### src/rtl/ula_seq_pkg.sv
// Shared types and constants for the nibble-serial ALU sequencer.
// Holds the FSM state encoding and the slice function codes the benches use.
package ula_seq_pkg;

    localparam int NIBBLE_W = 4;

    typedef enum logic [1:0] {
        IDLE = 2'd0,
        RUN  = 2'd1,
        DONE = 2'd2
    } seq_state_e;

    localparam logic MODE_ARITH = 1'b0;
    localparam logic MODE_LOGIC = 1'b1;

    // OP_XOR and OP_PASS_A are logic-mode codes (m=1); OP_XOR shares its code with OP_SUB.
    localparam logic [3:0] OP_ADD    = 4'b1001;
    localparam logic [3:0] OP_SUB    = 4'b0110;
    localparam logic [3:0] OP_XOR    = 4'b0110;
    localparam logic [3:0] OP_PASS_A = 4'b1111;

endpackage

### src/rtl/ula_seq_if.sv
// Request, response and slice-side signals of the nibble sequencer, bundled
// with views for the sequencer, its requester/consumer and the ALU slice.
interface ula_seq_if
    import ula_seq_pkg::*;
#(
    parameter int NIBBLES = 4
);
    localparam int WIDTH = NIBBLE_W * NIBBLES;

    logic             req_valid;
    logic             req_ready;
    logic [WIDTH-1:0] req_a;
    logic [WIDTH-1:0] req_b;
    logic [3:0]       req_s;
    logic             req_m;
    logic             req_cin;

    logic             resp_valid;
    logic             resp_ready;
    logic [WIDTH-1:0] resp_f;
    logic             resp_cout;
    logic             resp_eq;
    logic             resp_zero;

    logic [3:0]       slc_a;
    logic [3:0]       slc_b;
    logic [3:0]       slc_s;
    logic             slc_m;
    logic             slc_cin;
    logic [3:0]       slc_f;
    logic [3:0]       slc_cout;
    logic             slc_eq;

    modport slave (
        input  req_valid, req_a, req_b, req_s, req_m, req_cin,
        output req_ready,
        output resp_valid, resp_f, resp_cout, resp_eq, resp_zero,
        input  resp_ready,
        output slc_a, slc_b, slc_s, slc_m, slc_cin,
        input  slc_f, slc_cout, slc_eq
    );

    modport master (
        output req_valid, req_a, req_b, req_s, req_m, req_cin,
        input  req_ready,
        input  resp_valid, resp_f, resp_cout, resp_eq, resp_zero,
        output resp_ready
    );

    modport slice (
        input  slc_a, slc_b, slc_s, slc_m, slc_cin,
        output slc_f, slc_cout, slc_eq
    );

endinterface

### src/rtl/ula_seq_slice.sv
// Behavioural 4-bit 74181-style ALU slice with active-high carry.
// Subtract (s=0110, m=0) computes A-B-cin and reports the borrow on cout[0].
module ula_seq_slice
    import ula_seq_pkg::*;
(
    input  logic [3:0] a,
    input  logic [3:0] b,
    input  logic [3:0] s,
    input  logic       m,
    input  logic       cin,
    output logic [3:0] f,
    output logic [3:0] cout,
    output logic       eq
);

    logic [3:0] p;
    logic [3:0] q;
    logic [4:0] sum;

    // NOTE: every combinational output gets a default first, so no path can infer a latch.
    always_comb begin
        p    = '0;
        q    = '0;
        sum  = '0;
        f    = '0;
        cout = '0;
        eq   = (a == b);
        if (m == MODE_LOGIC) begin
            case (s)
                4'b0000: f = ~a;
                4'b0001: f = ~(a | b);
                4'b0010: f = ~a & b;
                4'b0011: f = 4'h0;
                4'b0100: f = ~(a & b);
                4'b0101: f = ~b;
                4'b0110: f = a ^ b;
                4'b0111: f = a & ~b;
                4'b1000: f = ~a | b;
                4'b1001: f = ~(a ^ b);
                4'b1010: f = b;
                4'b1011: f = a & b;
                4'b1100: f = 4'hF;
                4'b1101: f = a | ~b;
                4'b1110: f = a | b;
                default: f = a;
            endcase
        end else if (s == OP_SUB) begin
            sum  = {1'b0, a} - {1'b0, b} - {4'b0, cin};
            f    = sum[3:0];
            cout = {3'b0, sum[4]};
        end else begin
            // Remaining arithmetic codes follow the 74181 form F = P plus Q plus carry.
            case (s)
                4'b0000: begin p = a;      q = 4'h0;   end
                4'b0001: begin p = a | b;  q = 4'h0;   end
                4'b0010: begin p = a | ~b; q = 4'h0;   end
                4'b0011: begin p = 4'h0;   q = 4'hF;   end
                4'b0100: begin p = a;      q = a & ~b; end
                4'b0101: begin p = a | b;  q = a & ~b; end
                4'b0111: begin p = a & ~b; q = 4'hF;   end
                4'b1000: begin p = a;      q = a & b;  end
                4'b1001: begin p = a;      q = b;      end
                4'b1010: begin p = a | ~b; q = a & b;  end
                4'b1011: begin p = a & b;  q = 4'hF;   end
                4'b1100: begin p = a;      q = a;      end
                4'b1101: begin p = a | b;  q = a;      end
                4'b1110: begin p = a | ~b; q = a;      end
                default: begin p = a;      q = 4'hF;   end
            endcase
            sum  = {1'b0, p} + {1'b0, q} + {4'b0, cin};
            f    = sum[3:0];
            cout = {3'b0, sum[4]};
        end
    end

endmodule

### src/rtl/ula_seq_top.sv
// Pairs the nibble sequencer with its 4-bit ALU slice behind plain
// request/response ports.
module ula_seq_top
    import ula_seq_pkg::*;
#(
    parameter int NIBBLES = 4
)
(
    input  logic                         clk,
    input  logic                         rst,
    input  logic                         req_valid,
    output logic                         req_ready,
    input  logic [NIBBLE_W*NIBBLES-1:0]  req_a,
    input  logic [NIBBLE_W*NIBBLES-1:0]  req_b,
    input  logic [3:0]                   req_s,
    input  logic                         req_m,
    input  logic                         req_cin,
    output logic                         resp_valid,
    input  logic                         resp_ready,
    output logic [NIBBLE_W*NIBBLES-1:0]  resp_f,
    output logic                         resp_cout,
    output logic                         resp_eq,
    output logic                         resp_zero,
    output logic                         busy
);

    ula_seq_if #(.NIBBLES(NIBBLES)) bus ();

    assign bus.req_valid  = req_valid;
    assign bus.req_a      = req_a;
    assign bus.req_b      = req_b;
    assign bus.req_s      = req_s;
    assign bus.req_m      = req_m;
    assign bus.req_cin    = req_cin;
    assign bus.resp_ready = resp_ready;
    assign req_ready      = bus.req_ready;
    assign resp_valid     = bus.resp_valid;
    assign resp_f         = bus.resp_f;
    assign resp_cout      = bus.resp_cout;
    assign resp_eq        = bus.resp_eq;
    assign resp_zero      = bus.resp_zero;

    ula_nibble_sequencer #(.NIBBLES(NIBBLES)) u_seq (
        .clk  (clk),
        .rst  (rst),
        .bus  (bus),
        .busy (busy)
    );

    ula_seq_slice u_slice (
        .a    (bus.slc_a),
        .b    (bus.slc_b),
        .s    (bus.slc_s),
        .m    (bus.slc_m),
        .cin  (bus.slc_cin),
        .f    (bus.slc_f),
        .cout (bus.slc_cout),
        .eq   (bus.slc_eq)
    );

endmodule

### src/rtl/ula_nibble_sequencer.sv
// Runs a WIDTH-bit ALU operation through one external 4-bit slice, one nibble
// per cycle LSB first, chaining the slice carry between nibbles.
module ula_nibble_sequencer
    import ula_seq_pkg::*;
#(
    parameter int NIBBLES = 4
)
(
    input  logic     clk,
    input  logic     rst,
    ula_seq_if.slave bus,
    output logic     busy
);

    localparam int WIDTH = NIBBLE_W * NIBBLES;
    localparam int IDX_W = $clog2(NIBBLES);
    localparam logic [IDX_W-1:0] LAST_IDX = IDX_W'(NIBBLES - 1);

    seq_state_e       state_q, state_d;
    logic [IDX_W-1:0] idx_q,   idx_d;
    logic             cry_q,   cry_d;
    logic             eq_q,    eq_d;
    logic [WIDTH-1:0] a_q,     a_d;
    logic [WIDTH-1:0] b_q,     b_d;
    logic [3:0]       s_q,     s_d;
    logic             m_q,     m_d;
    logic [WIDTH-1:0] res_q,   res_d;

    logic [IDX_W+1:0] nib_lsb;
    logic             unused_cout_hi;

    assign nib_lsb        = {idx_q, 2'b00};
    assign unused_cout_hi = ^bus.slc_cout[3:1];

    // NOTE: sequential state uses non-blocking assignments only; reset is synchronous, so it lives inside the clocked branch.
    always_ff @(posedge clk) begin
        if (rst) begin
            state_q <= IDLE;
            idx_q   <= '0;
            cry_q   <= 1'b0;
            eq_q    <= 1'b0;
            a_q     <= '0;
            b_q     <= '0;
            s_q     <= '0;
            m_q     <= 1'b0;
            res_q   <= '0;
        end else begin
            state_q <= state_d;
            idx_q   <= idx_d;
            cry_q   <= cry_d;
            eq_q    <= eq_d;
            a_q     <= a_d;
            b_q     <= b_d;
            s_q     <= s_d;
            m_q     <= m_d;
            res_q   <= res_d;
        end
    end

    always_comb begin
        state_d = state_q;
        idx_d   = idx_q;
        cry_d   = cry_q;
        eq_d    = eq_q;
        a_d     = a_q;
        b_d     = b_q;
        s_d     = s_q;
        m_d     = m_q;
        res_d   = res_q;
        case (state_q)
            IDLE: begin
                if (bus.req_valid) begin
                    a_d     = bus.req_a;
                    b_d     = bus.req_b;
                    s_d     = bus.req_s;
                    m_d     = bus.req_m;
                    cry_d   = bus.req_cin;
                    idx_d   = '0;
                    eq_d    = 1'b1;
                    state_d = RUN;
                end
            end
            RUN: begin
                res_d[nib_lsb +: NIBBLE_W] = bus.slc_f;
                cry_d = bus.slc_cout[0];
                eq_d  = eq_q & bus.slc_eq;
                if (idx_q == LAST_IDX) begin
                    state_d = DONE;
                end else begin
                    idx_d = idx_q + 1'b1;
                end
            end
            DONE: begin
                if (bus.resp_ready) begin
                    state_d = IDLE;
                end
            end
            default: state_d = IDLE;
        endcase
    end

    // The slice only sees operands while a nibble is in flight.
    always_comb begin
        bus.req_ready  = (state_q == IDLE);
        bus.resp_valid = (state_q == DONE);
        busy           = (state_q == RUN) || (state_q == DONE);
        bus.slc_a      = '0;
        bus.slc_b      = '0;
        bus.slc_s      = '0;
        bus.slc_m      = 1'b0;
        bus.slc_cin    = 1'b0;
        if (state_q == RUN) begin
            bus.slc_a   = a_q[nib_lsb +: NIBBLE_W];
            bus.slc_b   = b_q[nib_lsb +: NIBBLE_W];
            bus.slc_s   = s_q;
            bus.slc_m   = m_q;
            bus.slc_cin = cry_q;
        end
    end

    assign bus.resp_f    = res_q;
    assign bus.resp_cout = cry_q;
    assign bus.resp_eq   = eq_q;
    assign bus.resp_zero = (res_q == '0);

endmodule

### config.mk
export PLATFORM = sky130hd
export DESIGN_NAME = ula_seq_top
export DESIGN_NICKNAME = d
export VERILOG_FILES = /design/src/rtl/ula_seq_pkg.sv /design/src/rtl/ula_seq_if.sv /design/src/rtl/ula_seq_slice.sv /design/src/rtl/ula_seq_top.sv /design/src/rtl/ula_nibble_sequencer.sv
export SDC_FILE = /design/constraint.sdc
export NUM_CORES = 1
export LEC_CHECK = 0
export CORE_MARGIN = 4
export CORE_UTILIZATION = 45
export DETAILED_ROUTE_END_ITERATION = 12
export PLACE_DENSITY = 0.68
export SLEW_MARGIN = 20
export SYNTH_ARGS = -nofsm -noshare
export SYNTH_HDL_FRONTEND = slang
export SYNTH_HIERARCHICAL = 1
export SYNTH_SLANG_ARGS = --single-unit
### constraint.sdc
create_clock -name clk -period 5.12 [get_ports clk]
set_clock_uncertainty 0.2 [all_clocks]
set_input_delay 0.512 -clock clk [delete_from_list [all_inputs] [get_ports clk]]
set_output_delay 0.512 -clock clk [all_outputs]
set_load 0.03 [all_outputs]
==> impl_metrics.yaml <==
critical_path:
  cp_slowest_cell: "dfxtp_1"
  criticalPathCategory: "flip-flop to flip-flop"
  crit_start: "u_seq/idx_q[0]"
  worstPathCellList: "mux4_2, and2_1, inv_1, ha_1, nand2_1, o221ai_1, o21ai_1, a32oi_1, o211ai_1, fa_1, xor2_1, a21oi_1, a21oi_1, o22ai_1, a21oi_1, nand4_1, a21oi_1"
  r2r_cells: 17
  slowest_delay_ps: 650
  worstSetupStartpointType: "flip-flop"
  reg2reg_slack_ps: 540
  worstReg2RegStart: "u_seq/idx_q[0]"
  endpoint: "u_seq/bus.resp_f[10]"
  crit_path_frequent_cell: "a21oi_1"
  crit_path_max_fanout: 11
  required_ps: 5180
  endpoint_kind: "flip-flop"
  r2r-end: "u_seq/bus.resp_f[10]"
  worstPathArrival_ps: 4640
run:
  drv_cap: 0
cts:
  clk_latency_ps: 330
  cts_tree: "built"
  cts_max_level: 3
  clkTransAtPathRegs_ps: 70
  numCtsBuffers: 9
  clkSinkCount: 59
  ctsHoldBuffers: 0
  clockRootBuffer: "clkbuf_8"
  post_cts_buffers: 0
  postCtsResizedCells: 0
  cts_max_path_buffers: 2
global_route:
  antenna_found_initial: 0
  grt.total_usage: 0.214
  grt_first_pass_wirelength_um: 19500
  overflow: 0
  grt_pass1_vias: 3933
  grt_max_degree: 62
routing:
  drc: 0
  vias: 4137
  wl_um: 11900
  wire_per_inst_um: 16.5
  drt_pre_antenna_iters: 6
  drt-initial-drc-count: 267
  post_drt_via_cell_ratio: 5.76
  antenna_left: 0
cells_and_area:
  final_net_count: 665
  drive_gt1_frac: 0.0747
  area_delta_synth_final_pct: 18.5
  fin_util: 0.552
  n_antenna_cell: 0
  multi_input_area_um2: 2820
  n_fill_cell: 916
  instances_no_fill: 718
  seqCellArea_um2: 1180
synth:
  yosys_warnings: 6
  synth_nets: 622
  syn_avg_cell_area_um2: 8.00
  syn-cell-area_um2: 4350
  syn_inst: 543
placement:
  io_buffer_count: 63
  place_inst: 704
  hpwl_um: 8710
  place_congestion: 0.942
power:
  powerDensity_nw_per_um2: 264
  power.total_mw: 1.36
  vdd_ir_drop_max_v: 0.000193
  power_leakage_nw: 1.85
floorplanning:
  fp.dieH_um: 106
  io_pins: 64
  die_w_um: 106
  start_util: 0.466
  dieArea_um2: 11300
  rows: 35
  coreArea_um2: 9330
outcome:
  status: "complete, no violations"
timing:
  hold_viol_final: 0
  period_share: 0.894
  fin_tns_setup_ps: 0
  worst_pin_slew_ps: 765
  rsz0062_at_grt: "false"
  period_needed_ps: 4580
  slew_headroom: 0.489
  fmax_ghz: 0.218
  maxSlewViolCount: 0
  finalSetupViolations: 0
hold_path:
  worstHoldPathType: "flip-flop to flip-flop"
-- area by class of cell --
| class | instances | share of cell area |
|---|---|---|
| Clock buffer | 12 | 0.0321 |
| Clock inverter | 2 | 0.00680 |
| Inverter | 26 | 0.0194 |
| Multi-Input combinational cell | 419 | 0.547 |
| Sequential cell | 59 | 0.229 |
| Tap cell | 129 | 0.0313 |
| Timing Repair Buffer | 71 | 0.134 |
-- per-layer routing --
layer  track usage  share of wire  vias up
met2         0.332           0.46      154
met4        0.0722          0.020        0
li1              -              -     2026
met3        0.0480          0.070       23
met5             0              0        -
met1         0.293           0.45     1934
-- worst max-delay path, delay by kind of cell (launching register included) --
family | cells | cell delay [ps]
simple gates | 3 | 560
fa+ha+maj | 2 | 700
mux | 1 | 550
compound gates | 9 | 1420
flops | 1 | 650
buf+inv | 1 | 200
xor+xnor | 1 | 180
-- how the worst min path moves through the flow --
stage                        startpoint  cells past startpoint       endpoint  slack, ps
final                      u_seq/s_q[0]                      2   u_seq/s_q[0]        250
after global placement        u_seq/m_q                      2      u_seq/m_q        240
after CTS                     u_seq/m_q                      2      u_seq/m_q        250
after floorplan               u_seq/m_q                      2      u_seq/m_q        230
after global routing      u_seq/a_q[10]                      2  u_seq/a_q[10]        270
after detailed placement      u_seq/m_q                      2      u_seq/m_q        240
-- power breakdown --
| group | switching (mW) | leakage, nW | internal [mW] |
|---|---|---|---|
| registers | 0.0260 | 0.482 | 0.495 |
| logic | 0.231 | 1.26 | 0.164 |
| clock network | 0.184 | 0.104 | 0.259 |
-- cell usage in the layout (no fill, tap or decap), types with 7 or more instances in the layout --
cell type / n
a31oi_1: 8
a32oi_1: 11
nand2_1: 119
nor2b_1: 7
nand2b_1: 7
clkbuf_8: 12
mux4_2: 10
nand4_1: 10
buf_4: 9
mux2i_1: 7
ha_1: 33
clkdlybuf4s50_1: 62
inv_1: 24
o21ai_0: 12
o21ai_1: 7
and2_1: 15
a21oi_1: 58
dfxtp_1: 59
nor4_1: 7
nor2_1: 21
-- through the flow --
step	cell area (µm²)	setup slack [ps]	hold slack, ps
2_1_floorplan	4350	1250	232
3_3_place_gp	4940	688	239
3_5_place_dp	4940	600	245
4_1_cts	5140	567	253
5_1_grt	5150	141	273
6_report	5150	543	253
-- flip-flops by register name, indices dropped and copies added, names as in the netlist --
signal               cells
u_seq/b_q               16
u_seq/bus.resp_f        16
u_seq/a_q               16
u_seq/idx_q              2
u_seq/bus.resp_cout      1
u_seq/bus.resp_eq        1
u_seq/state_q            2
u_seq/m_q                1
u_seq/s_q                4
(Power assumes the default switching activity.)
